## src/rtl/pc_seq_pkg.sv

```systemverilog
// Shared definitions for the program-counter sequencer.
// Holds the op-code width and the op-code encodings decoded by pc_seq_unit.
package pc_seq_pkg;
    localparam int OP_W = 3;

    localparam logic [OP_W-1:0] OP_HOLD   = 3'b000;
    localparam logic [OP_W-1:0] OP_INC    = 3'b001;
    localparam logic [OP_W-1:0] OP_JUMP   = 3'b010;
    localparam logic [OP_W-1:0] OP_BRANCH = 3'b011;
    localparam logic [OP_W-1:0] OP_CALL   = 3'b100;
    localparam logic [OP_W-1:0] OP_RET    = 3'b101;
endpackage

```

## src/rtl/pc_ret_stack.sv

```systemverilog
// Return-address LIFO for CALL/RET.
// Ports:
//   clk, reset (async, active-low)
//   push, pop  - requests; push ignored when full, pop ignored when empty
//   din        - address to push
//   dout       - current top entry (undefined when empty)
//   depth      - entries currently held
//   full/empty - depth == STACK_DEPTH / depth == 0
module pc_ret_stack #(
    parameter int ADDR_W      = 8,
    parameter int STACK_DEPTH = 4
) (
    input  logic                           clk,
    input  logic                           reset,
    input  logic                           push,
    input  logic                           pop,
    input  logic [ADDR_W-1:0]              din,
    output logic [ADDR_W-1:0]              dout,
    output logic [$clog2(STACK_DEPTH):0]   depth,
    output logic                           full,
    output logic                           empty
);
    localparam int PW = $clog2(STACK_DEPTH);
    localparam int DW = PW + 1;

    logic [ADDR_W-1:0] mem [STACK_DEPTH];
    logic [DW-1:0]     cnt;
    logic [PW-1:0]     wr_idx;
    logic [PW-1:0]     top_idx;

    assign wr_idx  = cnt[PW-1:0];
    // Top of stack sits one below the count; when empty this wraps and
    // the value is never used.
    assign top_idx = PW'(cnt - DW'(1));

    assign full  = (cnt == DW'(STACK_DEPTH));
    assign empty = (cnt == '0);
    assign depth = cnt;
    assign dout  = mem[top_idx];

    always_ff @(posedge clk or negedge reset) begin
        if (!reset) begin
            cnt <= '0;
        end else if (push && !full) begin
            cnt <= cnt + DW'(1);
        end else if (pop && !empty) begin
            cnt <= cnt - DW'(1);
        end
    end

    // Storage needs no reset: only entries below the count are ever read.
    always_ff @(posedge clk) begin
        if (push && !full) begin
            mem[wr_idx] <= din;
        end
    end
endmodule

```

## src/rtl/pc_seq_unit.sv

```systemverilog
// Program-counter sequencer: drives the fetch address each cycle.
// Supports hold, increment, absolute jump, signed relative branch and
// CALL/RET through a hardware return-address stack.
// Ports:
//   clk, reset (async, active-low), stall (holds everything)
//   op, target, offset - operation and its operands, sampled on rising clk
//   pc_data            - registered program counter
//   stack_depth/full/empty - return-stack status
//   err_overflow/err_underflow - one-cycle pulses on CALL-full / RET-empty
// Build option: define PC_TRAP_EN to load TRAP_VEC into the PC on a stack
// error; otherwise the PC holds and only the error pulse is raised.
module pc_seq_unit
    import pc_seq_pkg::*;
#(
    parameter int                ADDR_W      = 8,
    parameter int                STEP        = 1,
    parameter int                STACK_DEPTH = 4,
    parameter logic [ADDR_W-1:0] RESET_VEC   = '0,
    parameter logic [ADDR_W-1:0] TRAP_VEC    = '1
) (
    input  logic                         clk,
    input  logic                         reset,
    input  logic                         stall,
    input  logic [OP_W-1:0]              op,
    input  logic [ADDR_W-1:0]            target,
    input  logic [ADDR_W-1:0]            offset,
    output logic [ADDR_W-1:0]            pc_data,
    output logic [$clog2(STACK_DEPTH):0] stack_depth,
    output logic                         stack_full,
    output logic                         stack_empty,
    output logic                         err_overflow,
    output logic                         err_underflow
);
    logic [ADDR_W-1:0] pc_next;
    logic [ADDR_W-1:0] ret_addr;
    logic [ADDR_W-1:0] stack_top;
    logic              push;
    logic              pop;
    logic              ovf_next;
    logic              unf_next;

    assign ret_addr = pc_data + ADDR_W'(STEP);

    pc_ret_stack #(
        .ADDR_W      (ADDR_W),
        .STACK_DEPTH (STACK_DEPTH)
    ) u_stack (
        .clk   (clk),
        .reset (reset),
        .push  (push),
        .pop   (pop),
        .din   (ret_addr),
        .dout  (stack_top),
        .depth (stack_depth),
        .full  (stack_full),
        .empty (stack_empty)
    );

    always_comb begin
        pc_next  = pc_data;
        push     = 1'b0;
        pop      = 1'b0;
        ovf_next = 1'b0;
        unf_next = 1'b0;
        if (!stall) begin
            case (op)
                OP_INC:    pc_next = pc_data + ADDR_W'(STEP);
                OP_JUMP:   pc_next = target;
                // Equal-width add is the same as adding the sign-extended
                // displacement modulo 2^ADDR_W.
                OP_BRANCH: pc_next = pc_data + offset;
                OP_CALL: begin
                    if (!stack_full) begin
                        push    = 1'b1;
                        pc_next = target;
                    end else begin
                        ovf_next = 1'b1;
`ifdef PC_TRAP_EN
                        pc_next  = TRAP_VEC;
`endif
                    end
                end
                OP_RET: begin
                    if (!stack_empty) begin
                        pop     = 1'b1;
                        pc_next = stack_top;
                    end else begin
                        unf_next = 1'b1;
`ifdef PC_TRAP_EN
                        pc_next  = TRAP_VEC;
`endif
                    end
                end
                default: pc_next = pc_data; // HOLD and reserved codes
            endcase
        end
    end

    always_ff @(posedge clk or negedge reset) begin
        if (!reset) begin
            pc_data       <= RESET_VEC;
            err_overflow  <= 1'b0;
            err_underflow <= 1'b0;
        end else begin
            pc_data       <= pc_next;
            err_overflow  <= ovf_next;
            err_underflow <= unf_next;
        end
    end
endmodule
```

## config.mk

```make
export PLATFORM = sky130hd
export DESIGN_NAME = pc_seq_unit
export DESIGN_NICKNAME = d
export VERILOG_FILES = /design/src/rtl/pc_seq_pkg.sv /design/src/rtl/pc_ret_stack.sv /design/src/rtl/pc_seq_unit.sv
export SDC_FILE = /design/constraint.sdc
export NUM_CORES = 1
export LEC_CHECK = 0
export CAP_MARGIN = 20
export CORE_MARGIN = 5
export CORE_UTILIZATION = 59
export CTS_CLUSTER_DIAMETER = 80
export CTS_CLUSTER_SIZE = 16
export DETAILED_ROUTE_END_ITERATION = 10
export PLACE_DENSITY = 0.91
export SLEW_MARGIN = 20
export SYNTH_ARGS = -nofsm -noshare
export SYNTH_HDL_FRONTEND = slang
export SYNTH_SLANG_ARGS = --single-unit
```

## constraint.sdc

```tcl
create_clock -name clk -period 5.9 [get_ports clk]
set_input_delay 0.59 -clock clk [delete_from_list [all_inputs] [get_ports clk]]
set_output_delay 0.59 -clock clk [all_outputs]
set_load 0.01 [all_outputs]
```

==> results of run 1 <==
how the worst min path moves through the flow:
stage	endpoint	cells past startpoint
after floorplan	err_overflow	0
after global placement	u_stack.depth[1]	1
after detailed placement	u_stack.depth[1]	1
after CTS	pc_data[2]	2
after global routing	u_stack.depth[1]	1
final	pc_data[2]	2
layer usage:
metal | vias up | share of wire | global-route usage
met1 | 952 | 0.38 | 0.270
li1 | 907 | - | -
met5 | - | 0 | 0
met4 | 0 | 0.029 | 0.0726
met3 | 20 | 0.091 | 0.0595
met2 | 118 | 0.50 | 0.363
where the power goes:
| part | switching (mW) | internal (mW) |
|---|---|---|
| registers | 0.0804 | 0.413 |
| logic | 0.297 | 0.284 |
| clock network | 0.113 | 0.129 |
layout by cell type (no fill, tap or decap), types with 3 or more instances in the layout:
cell / instances
and2_1: 7
xnor2_1: 8
mux4_1: 4
nor3_1: 7
o21ai_0: 7
inv_1: 8
ha_1: 13
xor2_1: 4
clkbuf_8: 5
dfrtp_1: 13
a31oi_1: 4
a221oi_1: 3
nor2_1: 10
and3_1: 4
a21oi_2: 4
a21o_1: 3
nand2_1: 11
edfxtp_1: 32
nand3_1: 5
a211o_1: 3
a21oi_1: 10
mux4_2: 4
nand2b_1: 4
clkdlybuf4s50_1: 36
kinds of logic after synthesis:
family / count (synthesis) / synth area share
buffers and inverters: 19 / 0.0494
AND/OR/NAND/NOR: 66 / 0.139
XOR/XNOR: 13 / 0.0444
AO/OA/AOI/OAI: 54 / 0.152
flip-flops: 45 / 0.470
adder cells (fa/ha/maj): 14 / 0.0668
multiplexers: 10 / 0.0791
worst register-to-register path, cell delays in order, from the launching register on:
cell and delay (ns):
dfrtp_1 0.74, inv_1 0.23, ha_1 0.37, and2_1 0.23
nor3_1 0.42, and2_1 0.47
state kept, by name, summed over array words and instances, names as in the netlist:
signal	cells
err_overflow	1
err_underflow	1
pc_data	8
u_stack.depth	3
u_stack.mem	32
through the flow:
| stage | utilization | worst slack [ns] | area [µm²] | hold WS (ns) | std cells |
|---|---|---|---|---|---|
| final | 0.719 | 2.96 | 3170 | 0.665 | 306 |
| after global routing | 0.719 | 2.80 | 3170 | 0.713 | 306 |
| after CTS | 0.719 | 2.94 | 3170 | 0.673 | 306 |
| after detailed placement | 0.692 | 2.89 | 3060 | 0.619 | 298 |
| after global placement | 0.692 | 2.98 | 3060 | 0.577 | 298 |
| after floorplan | - | 3.71 | 2740 | 0.294 | 221 |
final cells by class:
class | instances | area share
Inverter | 8 | 0.00946
Tap cell | 52 | 0.0205
Clock inverter | 3 | 0.0150
Timing Repair Buffer | 36 | 0.114
Sequential cell | 45 | 0.405
Multi-Input combinational cell | 157 | 0.414
Clock buffer | 5 | 0.0217
==> flow_metrics.env, run 1 <==
export IMPL_avgSynthCellArea_um2=12.4
export IMPL_drt_initial_drc_count=286
export IMPL_hp_class="reg2reg"
export IMPL_die_h_um=78.1
export IMPL_yosysWarnings=0
export IMPL_num_fill_cells=318
export IMPL_vias=1997
export IMPL_synthCells=221
export IMPL_status="complete, no violations"
export IMPL_postCtsSetupBuffers=0
export IMPL_critical_path_depth=4
export IMPL_startpoint="u_stack.depth[0]"
export IMPL_area_delta_synth_final_pct=16.0
export IMPL_synthFlopType="edfxtp_1"
export IMPL_ys_ff_latch=45
export IMPL_power_density_mw_per_mm2=415
export IMPL_crit_path_top_delay_cell="dfrtp_1"
export IMPL_grt_use_total=0.217
export IMPL_worst_path_largest_cell_delay_ns=0.74
export IMPL_finalPower_mw=1.32
export IMPL_insertion_delay_ns=0.30
export IMPL_synth_top_area_share=0.351
export IMPL_io_pins=37
export IMPL_path_cells="inv_1, ha_1, and2_1, clkdlybuf4s50_1"
export IMPL_ant_nets=0
export IMPL_max_freq_mhz=340
export IMPL_worst_path_buf_inv=2
export IMPL_final_hold_viol_count=0
export IMPL_die_x_um=78.1
export IMPL_ir_worst_vdd_v=0.000273
export IMPL_cts_buffers=5
export IMPL_drive_gt1_frac=0.126
export IMPL_worst_setup_path_type="reg2out"
export IMPL_nets=289
export IMPL_crit_family="flip-flops"
export IMPL_cp_required_ns=5.31
export IMPL_cap_viol_max_count=0
export IMPL_port_buffers=36
export IMPL_cts_tree="yes"
export IMPL_path_max_fanout=12
export IMPL_yosysMostFrequentCell="edfxtp_1"
export IMPL_via_per_inst=6.53
export IMPL_synthArstFlopShare=0.289
export IMPL_routed_wirelength_um=6370
export IMPL_drt_pre_antenna_iters=6
export IMPL_hpwlAfterDp_um=4610
export IMPL_endpoint="stack_full"
export IMPL_numClockSinks=45
export IMPL_clockBufferDepth=2
export IMPL_multiInputGateArea_mm2=0.00132
export IMPL_num_antenna_cells=0
export IMPL_h_tree_depth=2
export IMPL_fin_crit_ns=2.94
export IMPL_cts_root_buf="clkbuf_8"
export IMPL_yosysTopAreaCell="edfxtp_1"
export IMPL_seq_area_frac_synth=0.470
export IMPL_reg2reg_from="u_stack.depth[0]"
export IMPL_place_gp_congestion=0.961
export IMPL_cts_hold_buf=0
export IMPL_power_leakage_nw=1.19
export IMPL_grt_overflow=0
export IMPL_start_util=0.620
export IMPL_clk_pin_slew_ns=0.09
export IMPL_ctsResizeCount=0
export IMPL_antenna_found_initial=0
export IMPL_wl_per_cell_um=20.8
export IMPL_rrSetupSlack_ns=3.11
export IMPL_cp_start_kind="register"
export IMPL_syn_area_mm2=0.00274
export IMPL_crit_path_end_kind="primary output"
export IMPL_core_area_mm2=0.00441
export IMPL_rows=24
export IMPL_final_setup_skew_ns=0.00716
export IMPL_grt_max_degree=20
export IMPL_ff2ff_path_depth=5
export IMPL_arrival_ns=2.35
export IMPL_die_area_mm2=0.00610
export IMPL_ys_types=61
export IMPL_grt_first_pass_wirelength_um=10300
export IMPL_fin_tns_setup_ns=0
export IMPL_worstHoldStart="pc_data[2]"
export IMPL_grt_pass1_vias=2030
export IMPL_finalSetupViolCount=0
export IMPL_yosys_top_cells_area="edfxtp_1, dfrtp_1, ha_1"
export IMPL_worst_pin_slew_ns=0.780
export IMPL_synth_commonest_cells="edfxtp_1, dfrtp_1, ha_1"
export IMPL_register_area_mm2=0.00129
export IMPL_final_max_slew_viol_count=0
export IMPL_drcViolationCount=0
export IMPL_syn_nets=257
export IMPL_synth_edff_count=32
export IMPL_r2r_end="u_stack.mem[3][0]"
export IMPL_relSlewSlack=0.479
export IMPL_rsz0062_at_grt="no"
export IMPL_final_min_period_over_clock_period=0.499
(Power assumes the default switching activity.)
==> inputs of run 2 (changes only) <==
--- a/config.mk
+++ b/config.mk
@@ -7,11 +7,11 @@
 export LEC_CHECK = 0
 export CAP_MARGIN = 20
 export CORE_MARGIN = 5
-export CORE_UTILIZATION = 59
+export CORE_UTILIZATION = 55
 export CTS_CLUSTER_DIAMETER = 80
 export CTS_CLUSTER_SIZE = 16
 export DETAILED_ROUTE_END_ITERATION = 10
-export PLACE_DENSITY = 0.91
+export PLACE_DENSITY = 0.86
 export SLEW_MARGIN = 20
 export SYNTH_ARGS = -nofsm -noshare
 export SYNTH_HDL_FRONTEND = slang
==> constraint.sdc (replaced) <==
create_clock -name clk -period 3.1 [get_ports clk]
set_input_delay 0.31 -clock clk [delete_from_list [all_inputs] [get_ports clk]]
set_output_delay 0.31 -clock clk [all_outputs]
set_load 0.01 [all_outputs]
==> run 2 against run 1 <==
Global-route usage down 2.0 points. Die area up 6.3%. Worst setup slack worse by 2.2 ns. Critical path depth unchanged. Cell area up 0.47%. Combinational power up 94%. Count of clock-buffer cells in the layout unchanged. Clock power up 59%. Routed wire length down 6.4%. Critical path type unchanged. Critical endpoint unchanged. Largest power group unchanged. Highest routed layer unchanged.
==> flow_metrics.env, run 2 (synthesized netlist as in run 1, its figures left out) <==
export IMPL_worst_pin_slew_ns=0.651
export IMPL_reg2reg_from="u_stack.depth[1]"
export IMPL_hp_class="in2async"
export IMPL_relSlewSlack=0.564
export IMPL_antenna_found_initial=0
export IMPL_vias=1954
export IMPL_crit_path_end_kind="primary output"
export IMPL_rsz0062_at_grt="no"
export IMPL_grt_first_pass_wirelength_um=9520
export IMPL_drt_pre_antenna_iters=4
export IMPL_final_area_mm2=0.00319
export IMPL_wl_per_cell_um=18.5
export IMPL_h_tree_depth=2
export IMPL_largest_register_ffs=32
export IMPL_fin_tns_setup_ns=0
export IMPL_cp_start_kind="register"
export IMPL_postPlaceCellArea_mm2=0.00309
export IMPL_final_max_slew_viol_count=0
export IMPL_routed_wirelength_um=5960
export IMPL_arrival_ns=2.05
export IMPL_final_common_cell="clkdlybuf4s50_1"
export IMPL_grt_pass1_vias=1959
export IMPL_port_buffers=36
export IMPL_stdcell_count=323
export IMPL_power_leakage_nw=1.20
export IMPL_drt_initial_drc_count=194
export IMPL_final_min_period_over_clock_period=0.761
export IMPL_cp_required_ns=2.79
export IMPL_clk_pin_slew_ns=0.10
export IMPL_worst_setup_path_type="reg2out"
export IMPL_start_util=0.572
export IMPL_nets=291
export IMPL_final_hold_viol_count=0
export IMPL_rrSetupSlack_ns=0.75
export IMPL_hpwlAfterDp_um=4510
export IMPL_dp_cells=315
export IMPL_io_pins=37
export IMPL_ir_worst_vdd_v=0.000500
export IMPL_ctsResizeCount=0
export IMPL_postCtsSetupBuffers=0
export IMPL_ff2ff_path_depth=7
export IMPL_finalSetupViolCount=0
export IMPL_grt_use_total=0.197
export IMPL_rows=25
export IMPL_area_delta_synth_final_pct=16.5
export IMPL_via_per_inst=6.05
export IMPL_die_x_um=80.5
export IMPL_ant_nets=0
export IMPL_layout_common_cells="clkdlybuf4s50_1, edfxtp_1, ha_1, dfrtp_1, nand2_1"
export IMPL_grt_max_degree=19
export IMPL_cts_root_buf="clkbuf_8"
export IMPL_fin_crit_ns=2.36
export IMPL_holdWs_ns=0.403
export IMPL_cap_viol_max_count=0
export IMPL_drive_gt1_frac=0.133
export IMPL_power_density_mw_per_mm2=757
export IMPL_insertion_delay_ns=0.30
export IMPL_place_gp_congestion=0.896
export IMPL_drcViolationCount=0
export IMPL_max_freq_mhz=424
export IMPL_grt_overflow=0
export IMPL_final_setup_skew_ns=0.0122
export IMPL_num_fill_cells=363
export IMPL_r2r_end="pc_data[3]"
export IMPL_num_antenna_cells=0
export IMPL_core_area_mm2=0.00479
export IMPL_path_max_fanout=7
export IMPL_die_area_mm2=0.00649
export IMPL_status="complete, no violations"
export IMPL_cts_buffers=5
export IMPL_clockBufferDepth=2
export IMPL_cts_hold_buf=0
export IMPL_regMostFlops="u_stack.mem"
export IMPL_die_h_um=80.5
export IMPL_cts_tree="yes"
export IMPL_numClockSinks=45
run 2: through the flow:
| step | power, mW | utilization | setup WS, ns |
|---|---|---|---|
| floorplan | 1.68 | - | 1.02 |
| global placement | 2.01 | 0.646 | 0.585 |
| detailed placement | 2.04 | 0.646 | 0.560 |
| CTS | 2.43 | 0.666 | 0.732 |
| global route | 2.57 | 0.666 | 0.556 |
| finish | 2.41 | 0.666 | 0.740 |
run 2: worst max path at each step:
stage	depth (start not counted)	end	from	slack, ns
2_1_floorplan	6	u_stack.mem[3][0]	u_stack.depth[0]	1.02
3_3_place_gp	6	pc_data[3]	op[2]	0.58
3_5_place_dp	6	pc_data[3]	op[2]	0.56
4_1_cts	4	stack_full	u_stack.depth[1]	0.73
5_1_grt	7	pc_data[3]	u_stack.depth[1]	0.56
6_report	4	stack_full	u_stack.depth[1]	0.74
run 2: report_power, final:
group	switching [mW]	internal, mW
Sequential	0.116	0.786
Clock	0.217	0.170
Combinational	0.577	0.548
run 2: critical path: stages (launching register included):
cell and delay (ns):
dfrtp_1 0.44, inv_1 0.13, ha_1 0.35, and2_1 0.27
clkdlybuf4s50_1 0.56
run 2: layout make-up:
cell class              instances  area (µm²)  share of cell area
repair buffers                 38         375               0.118
clock inverters                 3        28.8             0.00903
flip-flops and latches         45        1290               0.403
inverters                       8        30.0             0.00942
well taps                      67        83.8              0.0263
clock buffers                   5        68.8              0.0216
multi-input cells             157        1320               0.412
run 2: per-layer routing:
metal | wire length [µm] | vias to the layer above | track usage
met5 | 0 | - | 0
met4 | 67 | 0 | 0.0659
met3 | 391 | 9 | 0.0348
met2 | 3010 | 67 | 0.343
met1 | 2500 | 964 | 0.245
li1 | - | 914 | -
==> inputs of run 3 (changes only) <==
==> constraint.sdc (replaced) <==
create_clock -name clk -period 2.3 [get_ports clk]
set_input_delay 0.23 -clock clk [delete_from_list [all_inputs] [get_ports clk]]
set_output_delay 0.23 -clock clk [all_outputs]
set_load 0.01 [all_outputs]
==> run 3 against run 2 <==
Routed wire length is 7.8% higher. Clock power is 38% higher. Critical path depth stayed put. Die area stayed put. Largest cell class unchanged. Critical endpoint unchanged. Global-route usage is 2.8 points higher. Flip-flop and latch count stayed put. Hold slack worse by 0.089 ns. Critical path type unchanged. Count of clock-buffer cells in the layout stayed put.
==> flow_metrics.env, run 3 (synthesized netlist as in run 1, its figures left out) <==
export IMPL_swShare=0.375
export IMPL_ff2ff_path_depth=7
export IMPL_io_pins=37
export IMPL_final_setup_skew_ns=0.0102
export IMPL_cp_start_kind="register"
export IMPL_worst_setup_path_type="reg2out"
export IMPL_drive_gt1_frac=0.208
export IMPL_hpwlAfterDp_um=4920
export IMPL_die_h_um=80.5
export IMPL_ctsResizeCount=0
export IMPL_regMostFlops="u_stack.mem"
export IMPL_clk_pin_slew_ns=0.10
export IMPL_cts_buffers=5
export IMPL_num_antenna_cells=0
export IMPL_timing_final_ws_setup_ns=0.106
export IMPL_largest_register_ffs=32
export IMPL_grt_max_degree=18
export IMPL_relSlewSlack=0.563
export IMPL_path_max_fanout=7
export IMPL_dp_slack_ns=-0.0438
export IMPL_finalSetupViolCount=0
export IMPL_wl_per_cell_um=18.6
export IMPL_p_clk_frac=0.156
export IMPL_status="complete, no violations"
export IMPL_drt_initial_drc_count=333
export IMPL_p_int_mw=2.13
export IMPL_postCtsSetupBuffers=0
export IMPL_final_max_slew_viol_count=0
export IMPL_power_leakage_nw=1.32
export IMPL_die_x_um=80.5
export IMPL_r2r_end="pc_data[3]"
export IMPL_worst_path_largest_cell_delay_ns=0.57
export IMPL_grt_use_total=0.224
export IMPL_crit_path_top_delay_cell="clkdlybuf4s50_1"
export IMPL_via_per_inst=5.81
export IMPL_layout_common_cells="clkdlybuf4s50_1, edfxtp_1, buf_4"
export IMPL_pwr_share_seq=0.338
export IMPL_max_freq_mhz=456
export IMPL_routed_wirelength_um=6430
export IMPL_grt_overflow=0
export IMPL_hp_class="in2async"
export IMPL_place_gp_congestion=0.887
export IMPL_worst_path_buf_inv=2
export IMPL_utilization=0.713
export IMPL_ir_worst_vdd_v=0.000609
export IMPL_h_tree_depth=2
export IMPL_crit_path_end_kind="primary output"
export IMPL_final_common_cell="clkdlybuf4s50_1"
export IMPL_cts_hold_buf=0
export IMPL_clockBufferDepth=2
export IMPL_die_area_mm2=0.00649
export IMPL_final_hold_viol_count=0
export IMPL_register_area_mm2=0.00129
export IMPL_grt_first_pass_wirelength_um=10800
export IMPL_rows=25
export IMPL_path_cells="inv_1, ha_2, and2_1, clkdlybuf4s50_1"
export IMPL_num_fill_cells=338
export IMPL_cp_required_ns=2.07
export IMPL_fin_crit_ns=2.19
export IMPL_final_min_period_over_clock_period=0.954
export IMPL_core_area_mm2=0.00479
export IMPL_rrSetupSlack_ns=0.21
export IMPL_rsz0062_at_grt="no"
export IMPL_arrival_ns=1.96
export IMPL_p_comb_frac=0.506
export IMPL_cap_viol_max_count=0
export IMPL_nets=314
export IMPL_area_delta_synth_final_pct=24.7
export IMPL_cts_tree="yes"
export IMPL_start_util=0.572
export IMPL_power_density_mw_per_mm2=998
export IMPL_reg2reg_from="u_stack.depth[0]"
export IMPL_port_buffers=36
export IMPL_grt_pass1_vias=2111
export IMPL_vias=2011
export IMPL_drcViolationCount=0
export IMPL_drt_pre_antenna_iters=4
export IMPL_antenna_found_initial=0
export IMPL_ant_nets=0
export IMPL_insertion_delay_ns=0.31
export IMPL_cts_root_buf="clkbuf_8"
export IMPL_numClockSinks=45
export IMPL_power_switching_mw=1.28
export IMPL_multiInputGateArea_mm2=0.00132
export IMPL_crit_family="buffers and inverters"
export IMPL_worst_pin_slew_ns=0.653
## run 3: cell count changes in the layout (fill, tap and decap cells not counted), sizes merged
cell	previous run	this run
buf	2	25
## run 3: layer usage
metal / part of all wire / global-route usage
met5: 0 / 0
met4: 0.015 / 0.0760
met3: 0.083 / 0.0448
met2: 0.50 / 0.384
met1: 0.40 / 0.282
## run 3: cell type report
cell class	count	share of cell area
multi-input combinational	157	0.386
sequential	45	0.377
timing repair buffer	61	0.175
tap	67	0.0246
clock buffer	5	0.0202
inverter	8	0.00880
clock inverter	3	0.00843
## run 3: worst register-to-register path, stage by stage (launching register included)
cell and delay, ns:
dfrtp_1 0.40, inv_1 0.14, ha_2 0.31, nand2b_4 0.09, o21ai_1 0.21, or2_1 0.41
nor3_1 0.14, a211o_1 0.29
## run 3: how the worst max path moves through the flow
stage	depth (start not counted)	slack, ns	end	startpoint
final	4	0.11	stack_full	u_stack.depth[0]
after global routing	4	0.02	stack_full	u_stack.depth[0]
after CTS	4	0.05	stack_full	u_stack.depth[0]
after detailed placement	8	-0.04	pc_data[6]	offset[0]
after global placement	8	0.01	pc_data[6]	offset[0]
after floorplan	6	0.22	u_stack.mem[3][0]	u_stack.depth[0]
## run 3: power groups by stage
| stage | registers (mW) | clock network (mW) | logic [mW] |
|---|---|---|---|
| 4_1_cts | 1.15 | 0.543 | 1.71 |
| 6_report | 1.15 | 0.533 | 1.72 |
| 5_1_grt | 1.17 | 0.587 | 1.87 |
| 3_3_place_gp | 1.16 | 0 | 1.64 |
| 2_1_floorplan | 1.23 | 0 | 1.04 |
| 3_5_place_dp | 1.17 | 0 | 1.70 |
## run 3: per-stage QoR
stage	total power [mW]	setup TNS [ns]	std cells	instance area (µm²)	hold slack, ns
2_1_floorplan	2.27	0	221	2740	-0.0656
3_3_place_gp	2.80	0	338	3310	0.590
3_5_place_dp	2.87	-0.0438	338	3310	0.634
4_1_cts	3.41	0	346	3410	0.328
5_1_grt	3.63	0	346	3410	0.356
6_report	3.41	0	346	3410	0.314
